<file path="config.mk">
export PLATFORM = sky130hd
export DESIGN_NAME = pll_lock_supervisor
export DESIGN_NICKNAME = d
export VERILOG_FILES = /design/src/rtl/pll_sup_pkg.sv /design/src/rtl/pll_lock_ch.sv /design/src/rtl/pll_lock_supervisor.sv
export SDC_FILE = /design/constraint.sdc
export NUM_CORES = 1
export LEC_CHECK = 0
export BUFFER_PORTS_ARGS = -buffer_cell sky130_fd_sc_hd__buf_2
export CAP_MARGIN = 20
export CORE_MARGIN = 4
export CORE_UTILIZATION = 35
export DETAILED_ROUTE_END_ITERATION = 16
export GPL_TIMING_DRIVEN = 0
export SYNTH_ARGS = -nofsm -noshare
export SYNTH_HDL_FRONTEND = slang
export SYNTH_HIERARCHICAL = 1
export SYNTH_SLANG_ARGS = --single-unit
</file>
<file path="constraint.sdc">
create_clock -name clk -period 2.2 [get_ports clk]
set_clock_uncertainty 0.2 [all_clocks]
set_input_delay 0.55 -clock clk [delete_from_list [all_inputs] [get_ports clk]]
set_output_delay 0.55 -clock clk [all_outputs]
set_load 0.05 [all_outputs]
</file>
<file path="src/rtl/pll_sup_pkg.sv">
// Shared types and sizing helpers for the PLL lock supervisor.
package pll_sup_pkg;

  typedef enum logic [2:0] {
    ST_RESET     = 3'd0,
    ST_WAIT_LOCK = 3'd1,
    ST_STABLE    = 3'd2,
    ST_LOCKED    = 3'd3,
    ST_FAULT     = 3'd4
  } pll_state_e;

  // One cycle counter serves every timed state, so it is sized for the longest interval.
  function automatic int cnt_width(input int rst_cycles, input int stable_cycles,
                                   input int timeout_cycles);
    int m;
    m = rst_cycles;
    if (stable_cycles > m) m = stable_cycles;
    if (timeout_cycles > m) m = timeout_cycles;
    return (m <= 2) ? 1 : $clog2(m);
  endfunction

  function automatic int retry_width(input int max_retry);
    return (max_retry <= 1) ? 1 : $clog2(max_retry + 1);
  endfunction

endpackage

</file>
<file path="src/rtl/pll_lock_ch.sv">
// Single-channel PLL supervisor: lock synchronizer, sequencing FSM and,
// with LOCK_LOSS_CNT_EN defined, a saturating lock-loss counter.
module pll_lock_ch
  import pll_sup_pkg::*;
#(
  parameter int RST_CYCLES     = 27,
  parameter int STABLE_CYCLES  = 2700,
  parameter int TIMEOUT_CYCLES = 27000,
  parameter int MAX_RETRY      = 3,
  parameter int CNT_W          = 8
) (
  input  logic             clk,
  input  logic             rst_n,
  input  logic             lock_i,
  input  logic             en_i,
  input  logic             clear_i,
  output logic             pll_rst_o,
  output logic             ready_o,
  output logic             fault_o,
  output logic [CNT_W-1:0] loss_cnt_o
);

  localparam int CW = cnt_width(RST_CYCLES, STABLE_CYCLES, TIMEOUT_CYCLES);
  localparam int RW = retry_width(MAX_RETRY);
  localparam logic [CW-1:0] RST_LAST     = CW'(RST_CYCLES - 1);
  localparam logic [CW-1:0] STABLE_LAST  = CW'(STABLE_CYCLES - 1);
  localparam logic [CW-1:0] TIMEOUT_LAST = CW'(TIMEOUT_CYCLES - 1);
  localparam logic [RW-1:0] RETRY_LAST   = RW'(MAX_RETRY - 1);

  logic          r_lock_meta;
  logic          r_lock_s;
  pll_state_e    r_state;
  logic [CW-1:0] r_cnt;
  logic [RW-1:0] r_retry;
  logic          r_pll_rst;
  logic          r_ready;
  logic          r_fault;

  // lock_i is asynchronous to clk; nothing else may look at it.
  always_ff @(posedge clk or negedge rst_n) begin
    if (!rst_n) begin
      r_lock_meta <= 1'b0;
      r_lock_s    <= 1'b0;
    end else begin
      r_lock_meta <= lock_i;
      r_lock_s    <= r_lock_meta;
    end
  end

  always_ff @(posedge clk or negedge rst_n) begin
    if (!rst_n) begin
      r_state   <= ST_RESET;
      r_cnt     <= '0;
      r_retry   <= '0;
      r_pll_rst <= 1'b1;
      r_ready   <= 1'b0;
      r_fault   <= 1'b0;
    end else begin
      r_pll_rst <= (r_state == ST_RESET) || (r_state == ST_FAULT);
      r_ready   <= (r_state == ST_LOCKED);
      r_fault   <= (r_state == ST_FAULT);
      if (!en_i) begin
        r_state <= ST_RESET;
        r_cnt   <= '0;
        r_retry <= '0;
      end else begin
        case (r_state)
          ST_RESET: begin
            if (r_cnt == RST_LAST) begin
              r_state <= ST_WAIT_LOCK;
              r_cnt   <= '0;
            end else begin
              r_cnt <= r_cnt + 1'b1;
            end
          end
          ST_WAIT_LOCK: begin
            if (r_lock_s) begin
              r_state <= ST_STABLE;
              r_cnt   <= '0;
            end else if (r_cnt == TIMEOUT_LAST) begin
              r_retry <= r_retry + 1'b1;
              r_state <= (r_retry == RETRY_LAST) ? ST_FAULT : ST_RESET;
              r_cnt   <= '0;
            end else begin
              r_cnt <= r_cnt + 1'b1;
            end
          end
          ST_STABLE: begin
            if (!r_lock_s) begin
              r_state <= ST_WAIT_LOCK;
              r_cnt   <= '0;
            end else if (r_cnt == STABLE_LAST) begin
              r_state <= ST_LOCKED;
              r_cnt   <= '0;
              r_retry <= '0;
            end else begin
              r_cnt <= r_cnt + 1'b1;
            end
          end
          ST_LOCKED: begin
            if (!r_lock_s) begin
              r_state <= ST_RESET;
              r_cnt   <= '0;
            end
          end
          ST_FAULT: begin
            if (clear_i) begin
              r_state <= ST_RESET;
              r_cnt   <= '0;
              r_retry <= '0;
            end
          end
          default: begin
            r_state <= ST_RESET;
            r_cnt   <= '0;
            r_retry <= '0;
          end
        endcase
      end
    end
  end

  assign pll_rst_o = r_pll_rst;
  assign ready_o   = r_ready;
  assign fault_o   = r_fault;

`ifdef LOCK_LOSS_CNT_EN
  logic             w_loss_evt;
  logic [CNT_W-1:0] r_loss_cnt;

  // Only a genuine drop out of LOCKED counts; disabling the channel does not.
  assign w_loss_evt = en_i && (r_state == ST_LOCKED) && !r_lock_s;

  always_ff @(posedge clk or negedge rst_n) begin
    if (!rst_n) begin
      r_loss_cnt <= '0;
    end else if (w_loss_evt && (r_loss_cnt != {CNT_W{1'b1}})) begin
      r_loss_cnt <= r_loss_cnt + 1'b1;
    end
  end

  assign loss_cnt_o = r_loss_cnt;
`else
  assign loss_cnt_o = '0;
`endif

endmodule

</file>
<file path="src/rtl/pll_lock_supervisor.sv">
// Multi-channel rPLL lock supervisor with global all_ready release.
// Define LOCK_LOSS_CNT_EN to enable the per-channel lock-loss counters.
module pll_lock_supervisor
  import pll_sup_pkg::*;
#(
  parameter int NUM_CH         = 2,
  parameter int RST_CYCLES     = 27,
  parameter int STABLE_CYCLES  = 2700,
  parameter int TIMEOUT_CYCLES = 27000,
  parameter int MAX_RETRY      = 3,
  parameter int CNT_W          = 8
) (
  input  logic                    clk,
  input  logic                    rst_n,
  input  logic [NUM_CH-1:0]       lock_i,
  input  logic [NUM_CH-1:0]       en_i,
  input  logic [NUM_CH-1:0]       clear_i,
  output logic [NUM_CH-1:0]       pll_rst_o,
  output logic [NUM_CH-1:0]       ready_o,
  output logic [NUM_CH-1:0]       fault_o,
  output logic                    all_ready_o,
  output logic [NUM_CH*CNT_W-1:0] loss_cnt_o
);

  logic r_all_ready;

  for (genvar g = 0; g < NUM_CH; g++) begin : g_ch
    pll_lock_ch #(
      .RST_CYCLES    (RST_CYCLES),
      .STABLE_CYCLES (STABLE_CYCLES),
      .TIMEOUT_CYCLES(TIMEOUT_CYCLES),
      .MAX_RETRY     (MAX_RETRY),
      .CNT_W         (CNT_W)
    ) u_ch (
      .clk       (clk),
      .rst_n     (rst_n),
      .lock_i    (lock_i[g]),
      .en_i      (en_i[g]),
      .clear_i   (clear_i[g]),
      .pll_rst_o (pll_rst_o[g]),
      .ready_o   (ready_o[g]),
      .fault_o   (fault_o[g]),
      .loss_cnt_o(loss_cnt_o[g*CNT_W +: CNT_W])
    );
  end

  // Disabled channels do not block release, but with none enabled there is nothing to release.
  always_ff @(posedge clk or negedge rst_n) begin
    if (!rst_n) begin
      r_all_ready <= 1'b0;
    end else begin
      r_all_ready <= (|en_i) && (&(ready_o | ~en_i));
    end
  end

  assign all_ready_o = r_all_ready;

endmodule
</file>
==> impl_metrics.toml, run 1 <==
[sta]
fin_tns_setup_ns = -1.64
finalHoldViolCount = 0
finalCriticalPeriod_ns = 2.33
setup_ws_ns = -0.126
finalCritPeriodShare = 1.06
worst_hold_slack_ns = 0.0427
slew_headroom = 0.577
rsz0062_at_grt = "yes"
report.final.slew_viol_count = 0
fmax_ghz = 0.430
setup_viol = 18
max_slew.worst_pin.slew_ns = 0.634

[global_route]
grt_first_pass_wirelength_um = 12500
grt_overflow = 0
grt_util_all_layers = 0.137
grt_pass1_vias = 2581
grt_antenna_before_repair = 0
grt_max_degree = 28

[status]
status = "finished, violations left"
failed_checks = "negative setup slack"

[flow_run]
max_cap_viol_count = 0

[logic_synthesis]
avgSynthCellArea_sq_um = 9.59
yosys_warnings = 6
synth_edf_count = 0
synth_area_leader_cell = "dfrtp_1"
synth_cell_types = 73
syn_inst = 347
synth_common_cells = "49 x dfrtp_1, 45 x nand2_1, 23 x nor2_1"
synth_most_common_cell = "dfrtp_1"
synth_top_area_frac = 0.368
synth_flop_cell = "dfrtp_1"
synth_seq_cells = 51
yosys-top-cells-area = "dfrtp_1 37%, nand2_1 5.1%, buf_4 3.8%, a21oi_2 2.6%, xnor2_1 2.6%"
ys_seq_area_frac = 0.384
synth_area_sq_um = 3330
async_flop_share = 1.00

[floorplan]
die_y_um = 106
core_sq_um = 9240
dieArea_sq_um = 11100
die_w_um = 106
io_pins = 31
start_util = 0.360
row_count = 35

[cts]
cts-htree-levels = 2
cts_made_buffers = 5
ctsLongestPathBuffers = 2
hold_buffers = 0
cts_root_buf = "clkbuf_8"
clk_latency_ns = 0.31
cts_tree = "done"
clock-sinks = 51
path_clk_slew_ns = 0.10

[min_path]
hold_class = "input pin to asynchronous set/reset pin"

[drt]
via_count = 2652
first_iter_violations = 51
antenna_left = 0
routed_wirelength_um = 7270
dr.pass1.iters = 4
vias_per_cell = 5.01
drc_errors = 0
wire_per_inst_um = 13.7

[power]
p_int_mw = 1.25
pwr-share-clk = 0.329
combinationalPowerShare = 0.115
seq_power_share = 0.556
switching_share = 0.284
fin_total_pwr_mw = 1.74
power.density_nw_per_um2 = 437
power.switching_mw = 0.494
vdd_ir_drop_max_mv = 0.294
power.leakage_nw = 1.63

[final_layout]
n_antenna_cell = 0
fillers = 885
stdcell_area_sq_um = 3980
nets = 413
instances_no_fill = 529
area_delta_synth_final_pct = 19.5
post_route_cells_drive_above_1_share = 0.330

[critical_path]
setup.worst_path.end_class = "flop"
path_class = "flop to flop"
reg2regPathDepth = 7
reg2reg_from = "g_ch[1].u_ch/r_cnt[2]"
rr_endpoint = "g_ch[1].u_ch/r_cnt[7]"
cp-start-kind = "flop"
crit_arrival_ns = 2.32
crit_fanout = 5
required_ns = 2.20
r2r_setup_slack_ns = -0.13

[place]
place_area_sq_um = 3630
placedCellCount = 505
portBuffers = 14
dp_hpwl_um = 5040
globalplace.congestion = 0.825
==> placed cells by master (no fill, tap or decap), types with 4 or more instances in the layout <==
cell and n:
clkbuf_8 5, nor4b_2 5, o211ai_1 9, nand2_1 45, ha_1 5, nor4_4 4
conb_1 16, inv_1 10, o21ai_1 10, nand3b_1 5, nor2_1 23, a21oi_2 10
nor4_1 4, nand3_1 13, buf_2 17, nor3b_1 4, dfrtp_2 7, buf_6 9
o21ai_2 6, buf_4 29, o21ai_0 6, xnor2_1 10, dfrtp_1 42, nand4_1 9
clkbuf_1 4, nand2b_1 7, and3_1 5
==> layout make-up <==
class                      instances  area (sq um)  area share
tap                              129           161      0.0406
clock buffer                       5          68.8      0.0173
inverter                          10          37.5     0.00943
timing repair buffer              31           225      0.0566
buffer                            32           241      0.0607
clock inverter                     3          23.8     0.00597
multi-input combinational        268          1930       0.486
sequential                        51          1290       0.323
==> worst max path at each step <==
stage / startpoint / to / depth (start not counted)
floorplan: g_ch[1].u_ch/r_cnt[2] / g_ch[1].u_ch/r_cnt[4] / 6
global placement: en_i[1] / g_ch[1].u_ch/r_cnt[5] / 8
detailed placement: en_i[1] / g_ch[1].u_ch/r_cnt[5] / 8
CTS: g_ch[1].u_ch/r_cnt[10] / g_ch[1].u_ch/r_cnt[3] / 5
global route: g_ch[1].u_ch/r_cnt[2] / g_ch[1].u_ch/r_cnt[3] / 5
finish: g_ch[1].u_ch/r_cnt[2] / g_ch[1].u_ch/r_cnt[7] / 7
==> registers in the layout, summed over array words and instances, names as in the netlist <==
signal / flops
all_ready_o: 1
g_ch.u_ch/r_lock_meta: 2
g_ch.u_ch/r_lock_s: 2
g_ch.u_ch/r_retry: 4
g_ch.u_ch/r_cnt: 30
g_ch.u_ch/r_state: 6
g_ch.u_ch/pll_rst_o: 2
g_ch.u_ch/fault_o: 2
g_ch.u_ch/ready_o: 2
==> power groups by stage <==
stage	Sequential (mW)	Clock [mW]	Combinational (mW)
after floorplan	0.984	0	0.134
after global placement	0.985	0	0.177
after detailed placement	0.987	0	0.183
after CTS	0.969	0.603	0.193
after global routing	0.973	0.643	0.218
final	0.969	0.572	0.201
==> through the flow <==
stage          utilization  worst slack, ns
6_report             0.431           -0.126
5_1_grt              0.431           -0.230
4_1_cts              0.416           -0.116
3_5_place_dp         0.393           -0.355
3_3_place_gp         0.391           -0.352
2_1_floorplan            -           0.0245
==> critical path: stages (launching register included) <==
cell and delay [ns]:
dfrtp_2 0.44, or4b_4 0.57, buf_6 0.14, nor4_4 0.24, o22ai_2 0.16, nor2_4 0.21
buf_6 0.17, o211ai_1 0.08
==> layer usage <==
layer / global-route usage / routed length, um / up-vias
met5: 0 / 0 / -
met4: 0.0389 / 87 / 0
met3: 0.0269 / 213 / 7
met2: 0.229 / 3580 / 44
met1: 0.180 / 3380 / 1279
li1: - / - / 1322
==> kinds of logic after synthesis <==
| logic type | count (synthesis) | synth area share |
|---|---|---|
| other cells | 2 | 0.00226 |
| buf+inv | 42 | 0.0808 |
| simple gates | 166 | 0.319 |
| fa+ha+maj | 6 | 0.0225 |
| flops | 51 | 0.384 |
| xor+xnor | 11 | 0.0289 |
| mux | 5 | 0.0154 |
| compound gates | 64 | 0.147 |
==> timing repair <==
action	CTS	global route
setup endpoints to repair	19	33
cloned	1	0
pin swaps	14	8
setup buffers	8	7
resized for setup	17	23
Power figures use the tool's default switching activity.
==> run 2: changes to the inputs <==
- CORE_MARGIN: 4 -> default
==> impl_metrics.toml, run 2 (synthesized netlist as in run 1, its figures left out) <==
[sta]
max_slew.worst_pin.slew_ns = 0.598
setup_viol = 17
slew_headroom = 0.601
finalHoldViolCount = 0
rsz0062_at_grt = "yes"
finalCriticalPeriod_ns = 2.32
report.final.slew_viol_count = 0
setup_ws_ns = -0.115
fmax_ghz = 0.432
finalCritPeriodShare = 1.05

[final_layout]
area_delta_synth_final_pct = 17.5
layout_common_cells = "45 x nand2_1, 43 x dfrtp_1, 23 x nor2_1, 23 x buf_4, 17 x buf_2"
n_antenna_cell = 0
reg_top3 = "g_ch.u_ch/r_cnt x30, g_ch.u_ch/r_state x6, g_ch.u_ch/r_retry x4"
regMostFlops = "g_ch.u_ch/r_cnt"
instances_no_fill = 520
final_common_cell = "nand2_1"
nets = 404
post_route_cells_drive_above_1_share = 0.307
largest_reg_flops = 30

[flow_run]
max_cap_viol_count = 0

[floorplan]
io_pins = 31
start_util = 0.360
row_count = 35
core_sq_um = 9240
die_w_um = 99.5
dieArea_sq_um = 9910
die_y_um = 99.5

[power]
power.density_nw_per_um2 = 471
vdd_ir_drop_max_mv = 0.245
fin_total_pwr_mw = 1.84
power.leakage_nw = 1.61

[drt]
dr.pass1.iters = 4
wire_per_inst_um = 13.3
drc_errors = 0
vias_per_cell = 4.93
first_iter_violations = 88
wl_met2_um = 3320
antenna_left = 0
via_count = 2566
top_layer_used = "met4"
wl_met3_um = 148
routedLengthMet1_um = 3400
routed_wirelength_um = 6910

[cts]
path_clk_slew_ns = 0.09
cts_tree = "done"
cts_root_buf = "clkbuf_8"
cts_made_buffers = 5
clk_latency_ns = 0.30
ctsLongestPathBuffers = 2
clock-sinks = 51
cts-htree-levels = 2

[critical_path]
path_class = "flop to flop"
required_ns = 2.18
setup.worst_path.end_class = "flop"
rr_endpoint = "g_ch[1].u_ch/r_cnt[5]"
cp-start-kind = "flop"
crit_arrival_ns = 2.30
reg2regPathDepth = 6
crit_fanout = 5
reg2reg_from = "g_ch[1].u_ch/r_cnt[10]"
r2r_setup_slack_ns = -0.12

[min_path]
hold_class = "input pin to asynchronous set/reset pin"

[global_route]
grt_overflow = 0
grt_max_degree = 28
grt_pass1_vias = 2436
grt_first_pass_wirelength_um = 11900
grt_util_all_layers = 0.148
grt_antenna_before_repair = 0

[place]
dp_hpwl_um = 4890
portBuffers = 14
globalplace.congestion = 0.834
placedCellCount = 505

[status]
status = "finished, violations left"
failed_checks = "negative setup slack"
==> run 2: worst max-delay path by stage <==
stage                                      start                     to  slack, ns  cells after the start
final                     g_ch[1].u_ch/r_cnt[10]  g_ch[1].u_ch/r_cnt[5]      -0.12                      6
after CTS                  g_ch[1].u_ch/r_cnt[9]  g_ch[1].u_ch/r_cnt[3]      -0.12                      5
after floorplan            g_ch[1].u_ch/r_cnt[2]  g_ch[1].u_ch/r_cnt[4]       0.02                      6
after global routing       g_ch[1].u_ch/r_cnt[9]  g_ch[1].u_ch/r_cnt[5]      -0.20                      6
after detailed placement                 en_i[1]  g_ch[1].u_ch/r_cnt[5]      -0.37                      8
after global placement                   en_i[1]  g_ch[1].u_ch/r_cnt[5]      -0.34                      8
==> run 2: area by class of cell <==
type	instances	area, sq um
fill	873	5330
multi-input combinational	268	1920
sequential	51	1290
buffer	32	238
tap	129	161
timing repair buffer	22	150
clock buffer	6	82.6
inverter	10	37.5
clock inverter	2	35.0
==> run 2: report_power, final <==
part           total, mW  internal, mW  switching (mW)
clock              0.682         0.368           0.314
combinational      0.195        0.0638           0.131
sequential         0.968         0.950          0.0172
==> run 2: timing repair <==
action,in CTS,in global routing
pin swaps,11,9
buffers inserted,3,3
setup endpoints to repair,19,32
gates resized for setup,16,17
hold buffers,0,0
cloned,1,0
==> run 2: stage by stage <==
step | hold WS, ns | instance area [sq um] | utilization | TNS, ns | setup slack [ns]
after detailed placement | 0.136 | 3630 | 0.393 | -4.56 | -0.368
after CTS | 0.0596 | 3820 | 0.414 | -1.33 | -0.117
after floorplan | 0.0544 | 3380 | - | 0 | 0.0245
after global placement | 0.132 | 3610 | 0.391 | -4.47 | -0.342
after global routing | 0.0837 | 3910 | 0.423 | -2.91 | -0.199
final | 0.0420 | 3910 | 0.423 | -1.40 | -0.115
==> run 2: worst max-delay path: stages, from the launching register on <==
cell	delay (ns)
dfrtp_2	0.44
or4_4	0.58
nor4_4	0.39
o22ai_2	0.17
nor2_4	0.16
buf_6	0.14
o211ai_1	0.11
==> run 2: layer usage <==
metal | GRT usage | up-vias
li1 | - | 1304
met2 | 0.236 | 25
met4 | 0.0475 | 0
met1 | 0.205 | 1233
met5 | 0 | -
met3 | 0.0260 | 4
